[config.mk]
export PLATFORM = sky130hd
export DESIGN_NAME = pixel_slot_scheduler
export DESIGN_NICKNAME = d
export VERILOG_FILES = /design/src/rtl/mandel_pkg.sv /design/src/rtl/raster_gen.sv /design/src/rtl/pixel_slot_scheduler.sv
export SDC_FILE = /design/constraint.sdc
export NUM_CORES = 1
export LEC_CHECK = 0
export ABC_CLOCK_PERIOD_IN_PS = 6600
export CAP_MARGIN = 20
export CORE_MARGIN = 3
export CORE_UTILIZATION = 29
export CTS_CLUSTER_SIZE = 30
export DETAILED_ROUTE_END_ITERATION = 16
export SLEW_MARGIN = 20
export SYNTH_ARGS = -nofsm -noshare
export SYNTH_HDL_FRONTEND = slang
export SYNTH_SLANG_ARGS = --single-unit
[constraint.sdc]
create_clock -name aclk -period 6.6 [get_ports aclk]
set_input_delay 1.32 -clock aclk [delete_from_list [all_inputs] [get_ports aclk]]
set_output_delay 1.32 -clock aclk [all_outputs]
set_load 0.02 [all_outputs]
[src/rtl/mandel_pkg.sv]
// Shared types for the Mandelbrot/Julia issue side: scheduler states,
// default coordinate/iteration widths and the default-width slot record.
package mandel_pkg;

    localparam int MANDEL_CW = 10;
    localparam int MANDEL_IW = 24;

    typedef enum logic [1:0] {
        IDLE  = 2'd0,
        RUN   = 2'd1,
        DRAIN = 2'd2
    } sched_state_e;

    typedef struct packed {
        logic                 occupied;
        logic                 issued;
        logic                 done;
        logic [MANDEL_CW-1:0] x;
        logic [MANDEL_CW-1:0] y;
        logic [MANDEL_IW-1:0] count;
    } slot_t;

endpackage

[src/rtl/raster_gen.sv]
// Raster walker: x fastest, then y. Presents the next pixel to load and
// whether it is the last one; advances only when that pixel is loaded.
module raster_gen #(
    parameter int CW = 10
) (
    input  logic          clk_i,
    input  logic          rst_ni,
    input  logic          init_i,
    input  logic [CW-1:0] x_size_i,
    input  logic [CW-1:0] y_size_i,
    input  logic          adv_i,
    output logic [CW-1:0] x_o,
    output logic [CW-1:0] y_o,
    output logic          last_o,
    output logic          pending_o
);

    logic [CW-1:0] xs_q, xs_d, ys_q, ys_d;
    logic [CW-1:0] x_q, x_d, y_q, y_d;
    logic          pend_q, pend_d;
    logic          last_s, x_wrap_s;

    // Counter next-state; an empty frame never becomes pending
    always_comb begin
        xs_d     = xs_q;
        ys_d     = ys_q;
        x_d      = x_q;
        y_d      = y_q;
        pend_d   = pend_q;
        x_wrap_s = (x_q == (xs_q - CW'(1)));
        last_s   = x_wrap_s && (y_q == (ys_q - CW'(1)));
        if (init_i) begin
            xs_d   = x_size_i;
            ys_d   = y_size_i;
            x_d    = '0;
            y_d    = '0;
            pend_d = (x_size_i != '0) && (y_size_i != '0);
        end else if (adv_i && pend_q) begin
            if (last_s) begin
                pend_d = 1'b0;
                x_d    = '0;
                y_d    = '0;
            end else if (x_wrap_s) begin
                x_d = '0;
                y_d = y_q + CW'(1);
            end else begin
                x_d = x_q + CW'(1);
            end
        end else begin
            pend_d = pend_q;
        end
    end

    // Raster state registers
    always_ff @(posedge clk_i or negedge rst_ni) begin
        if (!rst_ni) begin
            xs_q   <= '0;
            ys_q   <= '0;
            x_q    <= '0;
            y_q    <= '0;
            pend_q <= 1'b0;
        end else begin
            xs_q   <= xs_d;
            ys_q   <= ys_d;
            x_q    <= x_d;
            y_q    <= y_d;
            pend_q <= pend_d;
        end
    end

    assign x_o       = x_q;
    assign y_o       = y_q;
    assign last_o    = last_s;
    assign pending_o = pend_q;

endmodule

[src/rtl/pixel_slot_scheduler.sv]
// Keeps LANES pixels in flight through the iteration pipeline and refills
// each slot as soon as its pixel retires into the one-entry output register.
module pixel_slot_scheduler
    import mandel_pkg::*;
#(
    parameter int LANES = 4,
    parameter int CW    = MANDEL_CW,
    parameter int IW    = MANDEL_IW,
    localparam int SW   = $clog2(LANES)
) (
    input  logic          aclk,
    input  logic          aresetn,
    input  logic          start,
    input  logic [CW-1:0] x_size,
    input  logic [CW-1:0] y_size,
    input  logic [IW-1:0] max_iter,
    output logic          iss_valid,
    output logic          iss_load,
    output logic [SW-1:0] iss_slot,
    output logic [CW-1:0] iss_x,
    output logic [CW-1:0] iss_y,
    input  logic          div,
    output logic          pix_valid,
    input  logic          pix_ready,
    output logic [CW-1:0] pix_x,
    output logic [CW-1:0] pix_y,
    output logic [IW-1:0] pix_count,
    output logic          busy,
    output logic          frame_done
);

    typedef struct packed {
        logic          occupied;
        logic          issued;
        logic          done;
        logic [CW-1:0] x;
        logic [CW-1:0] y;
        logic [IW-1:0] count;
    } lane_slot_t;

    sched_state_e            state_q, state_d;
    logic [SW-1:0]           p_q, p_d;
    lane_slot_t [LANES-1:0]  slot_q, slot_d;
    logic [IW-1:0]           max_iter_q, max_iter_d;
    logic                    out_valid_q, out_valid_d;
    logic [CW-1:0]           out_x_q, out_x_d, out_y_q, out_y_d;
    logic [IW-1:0]           out_count_q, out_count_d;
    logic                    frame_done_q, frame_done_d;

    logic                    start_acc_s;
    logic                    ras_adv_s, ras_last_s, ras_pend_s;
    logic [CW-1:0]           ras_x_s, ras_y_s;
    lane_slot_t              head_s;
    logic [IW-1:0]           count_new_s, ret_count_s;
    logic                    out_free_s, retire_s, reload_s;
    logic                    iss_valid_s, iss_load_s;
    logic [CW-1:0]           iss_x_s, iss_y_s;
    logic                    all_empty_now_s, all_empty_next_s;

    assign start_acc_s = start && (state_q == IDLE);

    raster_gen #(.CW(CW)) u_raster (
        .clk_i     (aclk),
        .rst_ni    (aresetn),
        .init_i    (start_acc_s),
        .x_size_i  (x_size),
        .y_size_i  (y_size),
        .adv_i     (ras_adv_s),
        .x_o       (ras_x_s),
        .y_o       (ras_y_s),
        .last_o    (ras_last_s),
        .pending_o (ras_pend_s)
    );

    // Head-slot decision: retire, continue, hold as bubble, or reload
    always_comb begin
        slot_d      = slot_q;
        head_s      = slot_q[p_q];
        count_new_s = head_s.count + IW'(1);
        out_free_s  = !out_valid_q || pix_ready;
        iss_valid_s = 1'b0;
        iss_load_s  = 1'b0;
        iss_x_s     = '0;
        iss_y_s     = '0;
        retire_s    = 1'b0;
        ret_count_s = '0;
        reload_s    = 1'b0;
        ras_adv_s   = 1'b0;
        if (state_q == IDLE) begin
            if (start_acc_s) begin
                slot_d = '0;
            end else begin
                slot_d = slot_q;
            end
        end else begin
            if (head_s.issued) begin
                // count_new can reach max_iter but never pass it
                if (div || (count_new_s >= max_iter_q)) begin
                    if (out_free_s) begin
                        retire_s    = 1'b1;
                        ret_count_s = count_new_s;
                        reload_s    = 1'b1;
                    end else begin
                        slot_d[p_q].issued = 1'b0;
                        slot_d[p_q].done   = 1'b1;
                        slot_d[p_q].count  = count_new_s;
                    end
                end else begin
                    iss_valid_s       = 1'b1;
                    iss_x_s           = head_s.x;
                    iss_y_s           = head_s.y;
                    slot_d[p_q].count = count_new_s;
                end
            end else if (head_s.done) begin
                if (out_free_s) begin
                    retire_s    = 1'b1;
                    ret_count_s = head_s.count;
                    reload_s    = 1'b1;
                end else begin
                    retire_s = 1'b0;
                end
            end else begin
                reload_s = 1'b1;
            end
            if (reload_s) begin
                if (ras_pend_s) begin
                    iss_valid_s          = 1'b1;
                    iss_load_s           = 1'b1;
                    iss_x_s              = ras_x_s;
                    iss_y_s              = ras_y_s;
                    ras_adv_s            = 1'b1;
                    slot_d[p_q].occupied = 1'b1;
                    slot_d[p_q].issued   = 1'b1;
                    slot_d[p_q].done     = 1'b0;
                    slot_d[p_q].x        = ras_x_s;
                    slot_d[p_q].y        = ras_y_s;
                    slot_d[p_q].count    = '0;
                end else begin
                    slot_d[p_q] = '0;
                end
            end else begin
                ras_adv_s = 1'b0;
            end
        end
    end

    // Output register: a retire may refill it in the same cycle it drains
    always_comb begin
        out_valid_d = out_valid_q;
        out_x_d     = out_x_q;
        out_y_d     = out_y_q;
        out_count_d = out_count_q;
        if (retire_s) begin
            out_valid_d = 1'b1;
            out_x_d     = head_s.x;
            out_y_d     = head_s.y;
            out_count_d = ret_count_s;
        end else if (pix_ready) begin
            out_valid_d = 1'b0;
        end else begin
            out_valid_d = out_valid_q;
        end
    end

    // Frame sequencing, head pointer and the done pulse
    always_comb begin
        all_empty_now_s  = 1'b1;
        all_empty_next_s = 1'b1;
        for (int i = 0; i < LANES; i++) begin
            all_empty_now_s  = all_empty_now_s  & ~slot_q[i].occupied;
            all_empty_next_s = all_empty_next_s & ~slot_d[i].occupied;
        end
        state_d = state_q;
        case (state_q)
            IDLE: begin
                if (start) begin
                    state_d = RUN;
                end else begin
                    state_d = IDLE;
                end
            end
            RUN: begin
                if (!ras_pend_s || (ras_adv_s && ras_last_s)) begin
                    state_d = DRAIN;
                end else begin
                    state_d = RUN;
                end
            end
            DRAIN: begin
                if (all_empty_now_s && !out_valid_q) begin
                    state_d = IDLE;
                end else begin
                    state_d = DRAIN;
                end
            end
            default: state_d = IDLE;
        endcase
        if ((state_q != IDLE) && (state_d != IDLE)) begin
            p_d = p_q + SW'(1);
        end else begin
            p_d = '0;
        end
        if (start_acc_s) begin
            max_iter_d = (max_iter == '0) ? IW'(1) : max_iter;
        end else begin
            max_iter_d = max_iter_q;
        end
        // Registered so it lands in the very cycle DRAIN->IDLE is taken
        frame_done_d = (state_d == DRAIN) && all_empty_next_s && !out_valid_d;
    end

    // Scheduler state registers
    always_ff @(posedge aclk or negedge aresetn) begin
        if (!aresetn) begin
            state_q      <= IDLE;
            p_q          <= '0;
            slot_q       <= '0;
            max_iter_q   <= IW'(1);
            out_valid_q  <= 1'b0;
            out_x_q      <= '0;
            out_y_q      <= '0;
            out_count_q  <= '0;
            frame_done_q <= 1'b0;
        end else begin
            state_q      <= state_d;
            p_q          <= p_d;
            slot_q       <= slot_d;
            max_iter_q   <= max_iter_d;
            out_valid_q  <= out_valid_d;
            out_x_q      <= out_x_d;
            out_y_q      <= out_y_d;
            out_count_q  <= out_count_d;
            frame_done_q <= frame_done_d;
        end
    end

    assign iss_valid  = iss_valid_s;
    assign iss_load   = iss_load_s;
    assign iss_slot   = p_q;
    assign iss_x      = iss_x_s;
    assign iss_y      = iss_y_s;
    assign pix_valid  = out_valid_q;
    assign pix_x      = out_x_q;
    assign pix_y      = out_y_q;
    assign pix_count  = out_count_q;
    assign busy       = (state_q != IDLE);
    assign frame_done = frame_done_q;

endmodule

==> results summary, run 1 <==
The finished layout holds 2255 standard cells, fillers aside. The number of max-slew violations in the final report came out at 0. Headroom to the max-slew limit came out at 0.422. The area fraction of the dominant cell type after synthesis came out at 0.502. The initial antenna violation count was 0.

The maximum root-to-sink buffer count is 3. The maximum cell stage delay along the critical path came out at 0.60 ns. The cts-stage hold buffer count came out at 0. The total of fill cells in the finished design is a little over 5k. The total of endpoints with negative setup slack in the final report is 0.

The critical-path cell with the highest stage delay is mux4_2. The congestion estimate from routability-driven global placement came to between 0.8 and 0.9. For this run, asynchronously set or reset flops after synthesis account for 1.00. The minimum setup slack after placement is 0.208 ns.

Dividing the detail-routed wire length by the instance count gives 20.4 µm. In this run the static leakage power is 0.00825 µW. The number of max-capacitance violations reported came out at 0.

The average via count per standard cell is between 5 and 6. The first-pass GRT wire length came out at ~70000 µm. For this run, the detailed router's first-pass iteration total came to 5. The total clock buffers created by CTS is 35.

The area inside the core boundary is around 0.05 mm². The critical path in this run is classified as flop to output port. The number of warnings issued by yosys is 0.

The termination of the worst setup path is iss_x[8]. The clock network latency to the later pin of the worst-skew pair came out at approximately 0.55 ns. The required time of the worst setup path came out at between 5 and 6 ns.

The number of synthesized flops with an enable pin came out at 0. The clock net in this run drives a total of roughly 300 sinks. The total number of cells along the worst setup path came out at 20.

The via count of the routed design came out at between 10k and 15k. Tracing the worst setup path back leads to its startpoint at iss_slot[0]. The reg-to-reg setup timing slack came out at 1.21 ns. For this configuration, the core starts out at a cell density of 0.297. The startpoint identified for the worst register-to-register timing path is iss_slot[0]. In the post-synthesis netlist, the biggest area contributors are dfrtp_1 (50%), mux4_2 (6.7%), nand2_1 (5.9%), o21ai_0 (5.6%), a22o_1 (4.7%). The worst vdd rail ir drop came out at between 0.2 and 0.25 mV. The leftover overflow at the end of global routing came out at 0. The total wirelength of the detailed-routed design is approximately 46000 µm.

STA classifies the critical path endpoint as an output port. The die is ~230 µm wide. On the critical path the largest part of the delay comes from buffers and inverters.

In the finished design, the share of the clock period the worst path needs comes to 0.979. The layout cell share with drive strength beyond 1 came out at 0.153. Walking the worst path, the cells encountered are bufbuf_16 > mux4_2 > nand4_1 > buf_4 > nor3_4 > and3_1 > xnor2_1 > inv_1 > ha_1 > nand2_1 > nor3_2 > a31oi_1 > buf_4 > a21o_1 > nand3_2 > and2_1 > buf_12 > a22oi_1 > nor2_1 > dlygate4sd2_1.

The count of unresolved DRC violations after routing came out at 0. The number of nets in the synthesized netlist is 1528. The cell that appears most often on the critical path is buf_4. Detailed placement finished with a half-perimeter wire length of 29800 µm. The cell at the root of the clock tree is clkbuf_16. The flow ran to the end, and the final reports show no timing, DRC or antenna violations. The via count of the first global-routing pass is about 12k. For this block, the initial DRC count from the detailed router was just under 900. The most instantiated library cell after synthesis is dfrtp_1. The highest attainable clock frequency is approximately 0.15 GHz. In the synthesized netlist, the cells that appear most often are dfrtp_1 (302), nand2_1 (236), o21ai_0 (167). Across every metal layer, demand over resource in global routing totals 0.168. The largest total area in the synthesized netlist belongs to dfrtp_1.

The actual transition at the worst max-transition pin is 0.867 ns. In this run the worst hold path is classified as flop to flop. The sequential cell area fraction in the yosys report is 0.504. The final-stage net count is 1641. The number of library cell types mapped by synthesis came out at 76. The endpoint identified for the worst register-to-register timing path is frame_done. The time the final worst path needs with I/O delays and setup came out at 6.46 ns. The signal arrival time at the worst endpoint came out at just over 5 ns.

TritonCTS built the clock tree. After clock tree synthesis, the clock-pin slew on the worst setup and hold paths is ~0.060 ns. Setup repair after global routing could not meet its margin everywhere. The CTS H-tree depth is 2.

The core occupancy in the finished layout is 0.365. The most frequently used flop master after synthesis is dfrtp_1. The gate count after technology mapping came out at between 1k and 1.5k. The pin count of the biggest net entering global routing came out at between 100 and 150. The antenna diode count came out at 0. Once placement completed, the tool counted placed cells totaling approximately 2.2k.

The number of port buffers is 119. Power spread over the standard cell area amounts to ~370 mW/mm². Of all nets on the critical path, the largest fanout is 19. The total count of hold-check failures in the final report came out at 0.

The layout overhead on the synthesized area is 22.8%. The final worst slack is between 0.1 and 0.15 ns. The startpoint kind of the worst setup timing path is a flop. The buffer and inverter count on the worst path is 6. The total die area came out at 0.0547 mm². The residual antenna-violating net count after detailed routing is 0. 120 I/O pins were placed.

The worst hold slack came out at between 0.4 and 0.5 ns. The cell area after technology mapping came out at about 0.015 mm². The worst-case reg-to-reg path depth is 21. After synthesis, the mean cell area works out to between 10 and 15 µm². The initialized floorplan defines slightly above 80 standard-cell rows.

The die height is around 230 µm. In this run, synthesis produced a sequential element count of between 300 and 400. Between clock sinks in the finished design, the worst skew comes to 0.0205 ns.
power by group:
group	total [µW]	switching (µW)	leakage [µW]	internal [µW]
combinational	2500	1630	0.00357	872
clock	1970	811	0.000560	1160
sequential	2330	224	0.00412	2110
total	6800	2660	0.00825	4130
how the worst min path moves through the flow:
stage | startpoint | endpoint | slack (ns) | cells after the start
final | pix_count[15] | pix_count[15] | 0.48 | 1
after global routing | pix_count[15] | pix_count[15] | 0.49 | 1
after CTS | pix_count[15] | pix_count[15] | 0.48 | 1
after detailed placement | slot_q[100] | slot_q[100] | 0.47 | 2
after global placement | slot_q[107] | slot_q[107] | 0.46 | 2
after floorplan | state_q[1] | state_q[0] | 0.44 | 1
area by class of cell:
type	count	area, µm²	area share
Inverter	64	240	0.0130
Multi-Input combinational cell	976	6970	0.377
Sequential cell	303	7590	0.411
Clock buffer	47	971	0.0526
Tap cell	672	841	0.0455
Timing Repair Buffer	179	1710	0.0925
Clock inverter	14	163	0.00880
cells in the final DEF, fill, tap and decap left out, types with 32 or more instances in the layout:
cell and count:
clkbuf_16 36, nor2_1 57, a22o_1 80, ha_1 33, a21oi_1 32, o21ai_0 166, buf_4 53, dfrtp_1 300
mux4_2 45, inv_1 63, nand2_1 235, clkdlybuf4s50_1 96
cell families (layout without fill, tap and decap cells):
group	count (synthesis)	count (layout)	share of synthesized area
compound gates	372	372	0.163
mux	74	74	0.0890
simple gates	439	439	0.137
flops	303	303	0.504
buf+inv	167	304	0.0449
xor+xnor	58	58	0.0350
fa+ha+maj	33	33	0.0274
repair_timing:
| action | in CTS | in global routing |
|---|---|---|
| setup buffers | 2 | 11 |
| resized for setup | 28 | 28 |
| pin swaps | 1 | 3 |
| gates cloned | 1 | 1 |
| setup endpoints to repair | 22 | 22 |
sequential cells by signal (all words and copies together), names as in the netlist:
name / cells
slot_q: 188
max_iter_q: 24
pix_count: 24
pix_x: 10
pix_y: 10
u_raster.x_o: 10
u_raster.xs_q: 10
u_raster.y_o: 10
u_raster.ys_q: 10
iss_slot: 2
state_q: 2
frame_done: 1
pix_valid: 1
u_raster.pending_o: 1
per-stage QoR:
stage          instance area, µm²  total power [µW]  setup TNS (ns)
5_1_grt                     18500              7160          -0.863
3_5_place_dp                17100              4820               0
6_report                    18500              6800               0
3_3_place_gp                17100              4780               0
4_1_cts                     18300              6850               0
2_1_floorplan               15100              3840               0
per-layer routing:
layer  vias up  global-route usage  part of all wire
met5         -                   0                 0
met4         0              0.0518             0.025
met3        52              0.0349             0.061
met2       377               0.279              0.49
met1      6033               0.222              0.43
li1       5355                   -                 -
No activity file was read; power rests on OpenSTA's default activity.
==> run 2: changes to the inputs <==
==> constraint.sdc (replaced) <==
create_clock -name aclk -period 6.6 [get_ports aclk]
set_input_delay 1.32 -clock aclk [delete_from_list [all_inputs] [get_ports aclk]]
set_output_delay 1.32 -clock aclk [all_outputs]
set_load 0.05 [all_outputs]
==> results summary, run 2 (same netlist as run 1, synthesis figures left out) <==
In this run the critical register-to-register path is launched from iss_slot[0]. Leaving out fill and tap cells, the most frequent cells in the layout are dfrtp_1 (300), nand2_1 (233), o21ai_0 (164). TritonCTS built the clock tree. The slowest stage of the critical path belongs to the cell mux4_2. The signal arrival time at the worst endpoint is 5.09 ns (-0.05 ns). The highest attainable clock frequency is 0.156 GHz (+0.83%). The leakage power summed over all cells is 0.00830 µW (+0.62%). The worst setup path is of the flop to output port kind. The total of endpoints with negative setup slack in the final report came out at 0 (unchanged). The wire length on met1 was 19900 µm (+1.2%).

The horizontal die dimension came to 234 µm (unchanged). The number of detailed-route iterations in the first pass came to 5 (unchanged). The worst setup path is launched from a flop. The via count of the first global-routing pass is 12.1k (+0.61%).

The total of fill cells in the finished design is 5019 (-0.89%). The required time of the worst setup path came to 5.28 ns (about the same). In this run the top signal layer used is met4. The detailed route wirelength on metal3 came out at 2980 µm (+6.6%). The number of placement rows came out at 82 (unchanged). The worst register-to-register path ends at frame_done.

The cell at the root of the clock tree is clkbuf_16. The worst hold path belongs to the class flop to flop. The placer congestion estimate came out at 0.831 (+3.4%).

The I/O pin count was 120 (unchanged). The instance count along the most critical hold path was 2 (+1). The clock sink count came out at 303 (unchanged). The number of port buffers is 119 (unchanged). The element type at the critical path end is an output port. The power density normalized to cell area was 373 mW/mm² (+1.4%). The library cell used most frequently in the layout, excluding fill and tap cells, is dfrtp_1. The final worst slack came out at 0.192 ns (+0.0531 ns). The maximum fanout along the worst path is 11 (-8). The total routing resource utilization after global routing is 0.167 (-0.00171). The time the final worst path needs with I/O delays and setup came out at 6.41 ns (-0.0531 ns). The leftover overflow at the end of global routing was 0 (unchanged). The final cell count without fillers came out at 2271 (+0.71%).

The maximum cell stage delay along the critical path was 0.57 ns (-0.03 ns). The area inside the core boundary is 0.0507 mm² (unchanged). The total die area is 0.0547 mm² (unchanged). The number of max-capacitance violations reported is 0 (unchanged). The core occupancy in the finished layout came to 0.372 (+0.00726). The initial standard-cell utilization of the core came to 0.297 (unchanged). The ratio of final minimum period to clock period is 0.971 (-0.00805). The antenna diode count came out at 0 (unchanged). The number of flip-flops in the largest register came to 188 (unchanged). The clock tree skew after final layout was 0.0273 ns (+0.00683 ns). The number of max-slew violations in the final report was 0 (unchanged). The residual antenna-violating net count after detailed routing is 0 (unchanged). Following the worst setup path forward leads to its endpoint at iss_valid.

The count of unresolved DRC violations after routing was 0 (unchanged). The average via count per standard cell is 5.27 (+0.49%). The worst hold slack came out at 0.477 ns (+0.00111 ns). The total clock buffers created by CTS came out at 35 (unchanged).

slot_q holds more flip-flops than any other register. The violation count after the first detailed-route iteration came out at 1049 (+18%). The pin count of the biggest net entering global routing is 135 (-9.4%). The reg-to-reg setup timing slack was 0.92 ns (-0.29 ns).

In this run the worst setup path begins at iss_slot[0]. The total count of hold-check failures in the final report came to 0 (unchanged). The cell total after placement came out at 2174 (-0.23%). The actual transition at the worst max-transition pin is 0.895 ns (+0.0289 ns). The clock input transition at the sequential cells of the worst setup and hold paths came out at 0.06 ns (about the same). The maximum root-to-sink buffer count was 3 (unchanged). The wire length per cell was 20.3 µm (-0.65%). The initial antenna violation count is 0 (unchanged).

Counting stages on the worst path, the most repeated cell is nand2_1. The worst slew slack as a fraction of its limit is 0.403 (-0.0193). The minimum setup slack after placement came out at 0.267 ns (+0.0591 ns).

The first-pass GRT wire length came to 71200 µm (-0.59%). The via count of the routed design came out at 12.0k (+1.2%). The total wirelength of the detailed-routed design is 46100 µm (about the same). The die height was 234 µm (unchanged). The worst-case reg-to-reg path depth is 23 (+9.5%). The run finished with clean final reports.

Traced cell by cell, the critical path runs through clkbuf_4 > buf_4 > mux4_2 > and4_1 > and2_1 > and4_1 > nand3_1 > xor2_1 > inv_1 > ha_1 > a211oi_1 > o21ai_1 > a31oi_1 > nand2_1 > nor3_4 > buf_4 > buf_6 > nand2_1 > nand2_1 > buf_12. The met2 wire length is 21600 µm (-3.8%). The final-stage net count is 1654 (+0.79%).

The layout overhead on the synthesized area is 25.2%. The CTS H-tree depth came out at 2 (unchanged). The half-perimeter wire length after placement came out at 30000 µm (+0.87%). The clock network latency to the later pin of the worst-skew pair is 0.56 ns (about the same). The layout cell share with drive strength beyond 1 is 0.176 (+0.0235).

The worst vdd rail ir drop is 0.214 mV (+4.2%). The cts-stage hold buffer count is 0 (unchanged).
## run 2: worst min-delay path by stage
stage                start          end  slack, ns
2_1_floorplan   state_q[1]   state_q[0]       0.44
3_3_place_gp   slot_q[152]  slot_q[152]       0.46
3_5_place_dp   slot_q[103]  slot_q[103]       0.47
4_1_cts        slot_q[151]  slot_q[151]       0.48
5_1_grt        slot_q[103]  slot_q[103]       0.50
6_report       slot_q[164]  slot_q[164]       0.48
## run 2: per-stage QoR
stage | total power [µW] | setup TNS (ns) | area [µm²]
after CTS | 6970 | 0 | 18500
after detailed placement | 5000 | 0 | 17300
final | 7030 | 0 | 18800
after floorplan | 4020 | 0 | 15100
after global routing | 7410 | -0.0952 | 18800
after global placement | 4950 | 0 | 17300
## run 2: layer usage
metal  vias to the layer above  global-route usage
met5                         -                   0
met4                         0              0.0698
met3                        77              0.0327
met2                       406               0.265
met1                      6103               0.223
li1                       5373                   -
## run 2: final cells by class
type	count	area (µm²)	share of cell area
clock buffer	53	983	0.0522
tap	672	841	0.0446
clock inverter	11	128	0.00677
multi-input combinational	976	7020	0.373
sequential	303	7590	0.403
timing repair buffer	192	2040	0.108
inverter	64	240	0.0127
## run 2: where the power goes
group | total [µW] | internal (µW) | switching, µW
Combinational | 2790 | 931 | 1860
Clock | 1910 | 1090 | 827
Sequential | 2330 | 2110 | 219
Total | 7030 | 4130 | 2900
## run 2: what timing repair did
| item | in CTS | in global routing |
|---|---|---|
| gates cloned | 0 | 2 |
| buffers inserted | 7 | 24 |
| pin swaps | 1 | 14 |
| endpoints found under the setup margin | 21 | 22 |
| resized for setup | 11 | 28 |
## run 2: critical path, delay by kind of cell, from the launching register on
family,cells,cell delay [ns]
AO/OA/AOI/OAI,3,0.64
XOR/XNOR,1,0.21
adder cells (fa/ha/maj),1,0.32
buffers and inverters,6,1.00
flip-flops,1,0.43
multiplexers,1,0.57
AND/OR/NAND/NOR,8,1.35
